==> config.mk <==
export PLATFORM = sky130hd
export DESIGN_NAME = uart_tx_arbiter
export DESIGN_NICKNAME = d
export VERILOG_FILES = /design/src/rtl/uart_arb_pkg.sv /design/src/rtl/uart_tx_arbiter_rr_pick.sv /design/src/rtl/uart_tx_arbiter.sv
export SDC_FILE = /design/constraint.sdc
export NUM_CORES = 1
export LEC_CHECK = 0
export BUFFER_PORTS_ARGS = -buffer_cell sky130_fd_sc_hd__buf_2
export CAP_MARGIN = 20
export CORE_MARGIN = 3
export CORE_UTILIZATION = 54
export CTS_BUF_LIST = sky130_fd_sc_hd__clkbuf_4
export CTS_CLUSTER_SIZE = 20
export DETAILED_ROUTE_END_ITERATION = 10
export GPL_TIMING_DRIVEN = 0
export PLACE_DENSITY = 0.87
export SLEW_MARGIN = 0
export SYNTH_ARGS = -nofsm -noshare
export SYNTH_HDL_FRONTEND = slang
export SYNTH_SLANG_ARGS = --single-unit
==> constraint.sdc <==
create_clock -name clk -period 5.02 [get_ports clk]
set_input_delay 1.004 -clock clk [delete_from_list [all_inputs] [get_ports clk]]
set_output_delay 1.004 -clock clk [all_outputs]
set_load 0.005 [all_outputs]
==> src/rtl/uart_arb_pkg.sv <==
// Shared constants and state encoding for the UART transmit arbiter.
// Imported by the round-robin picker and the arbiter top.
package uart_arb_pkg;

    localparam int ARB_NREQ         = 4;
    localparam int ARB_BUSY_TIMEOUT = 15;
    localparam int ARB_BYTE_W       = 8;

    typedef enum logic [1:0] {
        ST_IDLE      = 2'd0,
        ST_LAUNCH    = 2'd1,
        ST_WAIT_BUSY = 2'd2,
        ST_WAIT_DONE = 2'd3
    } arb_state_t;

endpackage

==> src/rtl/uart_tx_arbiter_rr_pick.sv <==
// Combinational round-robin picker: first set req bit at or after ptr,
// searching upward modulo NREQ.
module rr_pick
    import uart_arb_pkg::*;
#(
    parameter  int NREQ = ARB_NREQ,
    localparam int IW   = $clog2(NREQ)
) (
    input  logic [NREQ-1:0] req,
    input  logic [IW-1:0]   ptr,
    output logic [IW-1:0]   winner,
    output logic            valid
);

    logic [NREQ-1:0] w_rot;
    logic [IW:0]     w_sum;

    // Doubling the vector makes the wrap-around a plain shift.
    assign w_rot = NREQ'({req, req} >> ptr);

    always_comb begin
        valid = 1'b0;
        w_sum = '0;
        for (int k = NREQ - 1; k >= 0; k--) begin
            if (w_rot[k]) begin
                valid = 1'b1;
                w_sum = {1'b0, ptr} + (IW + 1)'(k);
            end
        end
        if (w_sum >= (IW + 1)'(NREQ)) begin
            w_sum = w_sum - (IW + 1)'(NREQ);
        end
        winner = w_sum[IW-1:0];
    end

endmodule

==> src/rtl/uart_tx_arbiter.sv <==
// Round-robin arbiter sharing one UART transmitter among NREQ requesters,
// with a watchdog on the transmitter's busy response.
module uart_tx_arbiter
    import uart_arb_pkg::*;
#(
    parameter  int NREQ         = ARB_NREQ,
    parameter  int BUSY_TIMEOUT = ARB_BUSY_TIMEOUT,
    localparam int IW           = $clog2(NREQ),
    localparam int CW           = $clog2(BUSY_TIMEOUT + 1)
) (
    input  logic                       clk,
    input  logic                       rst,
    input  logic [NREQ-1:0]            req,
    input  logic [ARB_BYTE_W*NREQ-1:0] req_data,
    output logic [NREQ-1:0]            grant,
    output logic                       tx_start,
    output logic [ARB_BYTE_W-1:0]      tx_data,
    input  logic                       tx_busy,
    output logic [IW-1:0]              owner,
    output logic                       timeout_err
);

    localparam logic [CW-1:0] CNT_LAST = CW'(BUSY_TIMEOUT - 1);

    arb_state_t            r_state;
    logic [IW-1:0]         r_ptr;
    logic [CW-1:0]         r_cnt;
    logic [NREQ-1:0]       r_grant;
    logic                  r_tx_start;
    logic [ARB_BYTE_W-1:0] r_tx_data;
    logic [IW-1:0]         r_owner;
    logic                  r_timeout_err;

    logic [IW-1:0]         w_winner;
    logic                  w_valid;
    logic [ARB_BYTE_W-1:0] w_byte;
    logic [NREQ-1:0]       w_onehot;
    logic [IW-1:0]         w_ptr_nxt;

    rr_pick #(
        .NREQ (NREQ)
    ) u_pick (
        .req    (req),
        .ptr    (r_ptr),
        .winner (w_winner),
        .valid  (w_valid)
    );

    always_comb begin
        w_byte   = '0;
        w_onehot = '0;
        for (int i = 0; i < NREQ; i++) begin
            if (w_winner == IW'(i)) begin
                w_byte      = req_data[i*ARB_BYTE_W +: ARB_BYTE_W];
                w_onehot[i] = 1'b1;
            end
        end
    end

    assign w_ptr_nxt = (w_winner == IW'(NREQ - 1)) ? '0 : w_winner + 1'b1;

    always_ff @(posedge clk or posedge rst) begin
        if (rst) begin
            r_state       <= ST_IDLE;
            r_ptr         <= '0;
            r_cnt         <= '0;
            r_grant       <= '0;
            r_tx_start    <= 1'b0;
            r_tx_data     <= '0;
            r_owner       <= '0;
            r_timeout_err <= 1'b0;
        end else begin
            r_grant       <= '0;
            r_tx_start    <= 1'b0;
            r_timeout_err <= 1'b0;
            unique case (r_state)
                ST_IDLE: begin
                    if (!tx_busy && w_valid) begin
                        r_grant   <= w_onehot;
                        r_owner   <= w_winner;
                        r_tx_data <= w_byte;
                        r_ptr     <= w_ptr_nxt;
                        r_state   <= ST_LAUNCH;
                    end
                end
                ST_LAUNCH: begin
                    r_tx_start <= 1'b1;
                    r_cnt      <= '0;
                    r_state    <= ST_WAIT_BUSY;
                end
                ST_WAIT_BUSY: begin
                    if (tx_busy) begin
                        r_cnt   <= '0;
                        r_state <= ST_WAIT_DONE;
                    end else if (r_cnt == CNT_LAST) begin
                        // Transmitter never answered: drop the byte, no retry.
                        r_cnt         <= '0;
                        r_timeout_err <= 1'b1;
                        r_state       <= ST_IDLE;
                    end else begin
                        r_cnt <= r_cnt + 1'b1;
                    end
                end
                ST_WAIT_DONE: begin
                    if (!tx_busy) begin
                        r_state <= ST_IDLE;
                    end
                end
                default: begin
                    r_state <= ST_IDLE;
                end
            endcase
        end
    end

    assign grant       = r_grant;
    assign tx_start    = r_tx_start;
    assign tx_data     = r_tx_data;
    assign owner       = r_owner;
    assign timeout_err = r_timeout_err;

endmodule

* Yosys cells after proc, flatten, opt, wreduce, memory -nomap -nowiden
Index checks and enable logic that the tools add are counted.
Word-level totals: input port bits 39, logic and storage cells 65, flip-flop bits (word level) 24, output and inout bits 16
Cells by class: shift operators 1, order comparisons 1, multiplexer cells 32, $add $sub $neg 6, eq/ne operators 10, reduce and logical (&&, ||, !) cells 7
Operators with widths (count):
- $mux W8 | 4
- $mux W4 | 4
- $mux W1 | 12
- $mux W2 | 6
- $mux W3 | 4
- $eq A2 B2 Y1 const B | 4
- $pmux W2 S4 | 1
- $pmux W4 S2 | 1
- $shr A8 B2 Y4 | 1
- $add A2 B2 Y3 const B | 2
- $add A4 B1 Y4 const B | 1
- $eq A2 B1 Y1 const B | 2
- $eq A4 B4 Y1 const B | 1
- $logic_not A2 Y1 | 2
- $ne A2 B2 Y1 const B | 2
- $add A2 B1 Y3 const B | 1
- $ge A3 B3 Y1 const B | 1
- $ne A3 B3 Y1 const B | 1
- $reduce_and A3 Y1 | 1
- $add A2 B1 Y2 const B | 1
- $reduce_and A2 Y1 | 1
- $reduce_bool A2 Y1 | 1
- $sub A2 B1 Y2 const B | 1
- $logic_and A1 B1 Y1 | 1
- $logic_not A1 Y1 | 1

* Logic depth before layout (Yosys ltp)
depth in word-level cells 12, mapped depth 11, depth with buffers taken out 9

* Hierarchy
From an unflattened synthesis, not the netlist that was laid out.
Second synthesis, totals: cell total of the unflattened synthesis 157, area total of the unflattened synthesis 1491.4 µm²
Modules (own cells, without submodules):
- uart_tx_arbiter | cells each 142, instances 1, sequential area each 600.6 µm², area an instance 1413.9 µm²
- rr_pick | cells each 15, instances 1, sequential area each 0.0 µm², area an instance 77.6 µm²

* Worst setup path before layout
No wires, ideal clock.
path type input -> register, start point in req[2], end point reg r_tx_data[7] (netlist: tx_data[7]), setup time 124 ps, required time 4896 ps, setup slack 2313 ps, stages on the path 11, arrival 2583 ps, buffers on the path 2, cells stage by stage mux2i_1 > nor2_1 > nor3_1 > inv_1 > ha_1 > buf_2 > clkbuf_1 > a21oi_1 > o21ai_0 > a22oi_1 > a21oi_1
Between the ends: longest elaborated chain between the ends 12, elaborated cells on any way between the ends 22, classes of those cells add/sub (1); order compare (1); eq/ne (3); shift (1); mux (13); reduce/logical (3)
Ends and longest elaborated chain:
- from (decl) | line uart_tx_arbiter.sv:13 | input logic [NREQ-1:0] req,
- $shr A8 B2 Y4 * | line uart_tx_arbiter_rr_pick.sv:19 | assign w_rot = NREQ'({req, req} >> ptr);
- $mux W3 (3 in a row) | line uart_tx_arbiter_rr_pick.sv:25 | if (w_rot[k]) begin
- $mux W3 * | line uart_tx_arbiter_rr_pick.sv:25
- $ge A3 B3 Y1 / $sub A2 B1 Y2 (equally long branches) | line uart_tx_arbiter_rr_pick.sv:30, uart_tx_arbiter_rr_pick.sv:31
- $mux W2 * | line uart_tx_arbiter_rr_pick.sv:30 | if (w_sum >= (IW + 1)'(NREQ)) begin
- named net u_pick.w_sum[0] | line uart_tx_arbiter_rr_pick.sv:16 | logic [IW:0] w_sum;
- $logic_not A2 Y1 | line uart_tx_arbiter.sv:53 | if (w_winner == IW'(i)) begin
- $mux W8 (3 in a row) | line uart_tx_arbiter.sv:53
- $mux W8 * | line uart_tx_arbiter.sv:53
- to (signal assigned) | line uart_tx_arbiter.sv:81 | r_tx_data <= w_byte;
- to (decl) | line uart_tx_arbiter.sv:30 | logic [ARB_BYTE_W-1:0] r_tx_data;
The timed path passes the listed nets; every way through them passes the cells marked *. A chain may end at the register's enable or synchronous reset.

* Worst setup path after layout
Same ends and word-level chain as after synthesis.

==> results.md <==
* CTS tree: built
* Final #Nets at 267
* Post-synth top flop: dfrtp_1
* Initial core utilization at 57.8%
* Core area at 2500 um^2
* Die area at 3330 um^2
* Setup crit end kind: flop
* CP dominant cell by count: a21oi_1
* Diodes inserted at 0
* Gp weighted congestion at 0.925
* VDD IR-drop max at 0.356 mV
* Cell taking the most area after synthesis: dfrtp_1
* Sw Share at 41.5%
* Crit-path cells: buf_2 -> mux2i_1 -> nor2_1 -> nor3_1 -> ha_1 -> buf_1 -> clkbuf_1 -> a21oi_1 -> a22oi_1 -> a21oi_1
* RSZ-0062 raised after global routing: no
* I/O Buffers at 54
* Antenna violations before repair at 0
* Skew final at 0.00293 ns
* FF+latch area at 601 um^2
* Mapped Nets at 208
* Hold Crit Depth at 1
* Post-synth top cells: a21oi_1 (29), dfrtp_1 (24), inv_1 (16), nand2_1 (12), nor2_1 (11)
* Leak Pwr at 0.920 nW
* FFs w/ async S/R, synth at 100%
* Synthesized flop and latch total at 24
* Vias per cell at 5.35
* # fillers at 188
* CP max stage delay at 0.49 ns
* Outcome: completed
* TritonRoute pass-1 iters at 4
* Die height at 57.7 um
* Htree depth at 1
* Max-slew headroom at the worst pin at 41.9%
* NetSw at 0.356 mW
* Netlist cell types at 29
* Number of I/O pins at 55
* Hold Fails Final Rpt at 0
* Fmax at 0.341 GHz
* Largest net degree at the start of global routing at 25
* Worst reg-to-reg setup slack at 2.38 ns
* Die width at 57.7 um
* Share of cells above drive strength 1 at 31.9%
* Clock slew at reported path FFs at 0.12 ns
* Post_cts resized at 0
* Std-Cell Rows at 18
* Synth top area share at 41.6%
* Post-synthesis sequential area ratio at 41.6%
* EDFF count, synth at 0
* CP Data Required Time at 5.22 ns
* DRT iter0 DRCs at 72
* Critical Path Slowest Stage Cell: nor3_1
* Internal power at 0.502 mW
* Multi-input logic area at 733 um^2
* PnR worst setup slack at 2.09 ns
* Crit-path leading delay family: buffers and inverters
* Max-slew violations at 0
* Aggregate global-route resource usage at 20.9%
* Startpoint Class: input port
* Tmin final at 2.93 ns
* Final setup violating endpoints at 0
* Crit share post-route at 58.4%
* # hold bufs at CTS at 0
* Most frequent cell after synthesis: a21oi_1
* Power per cell area at 483 nW/um^2
* CP Max Fanout at 10
* Post-CTS setup buffers at 0
* DRC Markers at 0
* Buf+Inv Stages, Crit Path at 3
* Synthesized area per cell at 9.09 um^2
* Worst reg2reg path depth at 9
* Mapped Area at 1450 um^2
* Sink count of the clock tree at 24
* Vias in the first global route at 1319
* CP Class: input port to flop
* Yosys Warn Count at 0
* Worst-Skew Late Latency at 0.30 ns
* Overall via count from detail_route at 1316
* Clock Power Share at 9.5%
* Clock root buffer: clkbuf_4
* Drt total wl at 3290 um
* Worst slack, placed at 1.76 ns
* Comb pwr share at 54.1%
* CTS Buf Count at 3
* First-pass GRT wire length at 5560 um
* Final setup TNS at 0 ns
* Worst path depth at 10
* Total global routing overflow at 0
* Worst-Margin Slew at 0.871 ns
* Layout Utilization at 71.0%
* Max Root-Sink Buffers at 2
* Drt wl/cell at 13.4 um
* Main area contributors after synthesis: dfrtp_1 (42%), a21oi_1 (10%), ha_1 (8.7%), a22oi_1 (4.2%), inv_1 (4.2%)
* Seq pwr share at 36.4%
* Synth Instances at 159
* Max-cap violations at 0
* Area growth, synth to finish at 22.9%
* Routed Antenna Nets at 0
* HP Class: flop to flop
* Final HPWL DP at 2600 um
* Critical path arrival at 3.13 ns
## worst register-to-register path: cells and delay by family (launching register included)
family	cells	cell delay (ns)
flops	1	0.47
fa+ha+maj	1	0.24
buf+inv	2	0.72
compound gates	3	0.34
simple gates	2	0.54
mux	1	0.22
## logic make-up (layout without fill, tap and decap cells)
kind of cell / after synthesis / in the layout / synth area share (%)
buf+inv: 25 / 82 / 7.71
mux: 6 / 6 / 4.42
fa+ha+maj: 10 / 10 / 8.66
compound gates: 56 / 56 / 23.2
flops: 24 / 24 / 41.6
simple gates: 38 / 38 / 14.5
## path summary, 6_finish.rpt
check / start / to
worst max-delay path: req[2] / tx_data[7]
worst min-delay path: owner[0] / owner[0]
worst max register to register: r_ptr[1] / tx_data[7]
min in group asynchronous: rst / grant[2]
max in group asynchronous: rst / r_state[0]
worst min register to register: owner[0] / owner[0]
## cells in the final DEF (no fill, tap or decap)
cell type,count
o32a_1,1
o22ai_1,1
clkbuf_1,3
nor2_1,11
o21ai_0,10
mux2_2,3
and2_1,3
o21a_1,3
a22oi_1,8
buf_2,56
buf_6,2
a21oi_1,29
a31oi_1,1
nor2b_1,4
inv_1,16
and2_2,2
clkbuf_4,3
dfrtp_1,24
and3_1,1
mux2i_1,3
nand3_1,1
nor3b_4,1
a221oi_2,1
nor3b_1,1
a32o_1,2
buf_1,2
ha_1,10
nor3_1,1
nor4_4,1
nand2_1,12
## metrics by stage
stage | instance area (um^2) | hold slack (ns) | power (mW) | std cells
after global routing | 1780 | 0.565 | 0.941 | 246
after floorplan | 1450 | 0.489 | 0.632 | 159
final | 1780 | 0.517 | 0.858 | 246
after CTS | 1780 | 0.523 | 0.863 | 246
after global placement | 1750 | 0.487 | 0.753 | 243
after detailed placement | 1750 | 0.494 | 0.780 | 243
## layout make-up
class | count | area share [%]
buffer | 9 | 2.89
clock buffer | 3 | 1.27
inverter | 16 | 3.38
multi-input combinational | 110 | 41.3
sequential | 24 | 33.8
tap | 30 | 2.11
timing repair buffer | 54 | 15.2
## registers in the layout (all words and copies together), names as in the netlist
| register | count |
|---|---|
| timeout_err | 1 |
| tx_start | 1 |
| r_ptr | 2 |
| r_state | 2 |
| tx_data | 8 |
| owner | 2 |
| grant | 4 |
| r_cnt | 4 |
## metal layers
metal	track usage, %	routed length (um)
met4	7.95	22
met2	37.7	1630
met3	3.34	341
met1	24.6	1300
met5	0	0
## power groups by stage
stage / clock, mW / sequential [mW] / combinational (mW)
floorplan: 0 / 0.315 / 0.317
global placement: 0 / 0.311 / 0.441
detailed placement: 0 / 0.315 / 0.465
CTS: 0.0855 / 0.312 / 0.466
global route: 0.0947 / 0.322 / 0.524
finish: 0.0813 / 0.313 / 0.464
(Power assumes the default switching activity.)
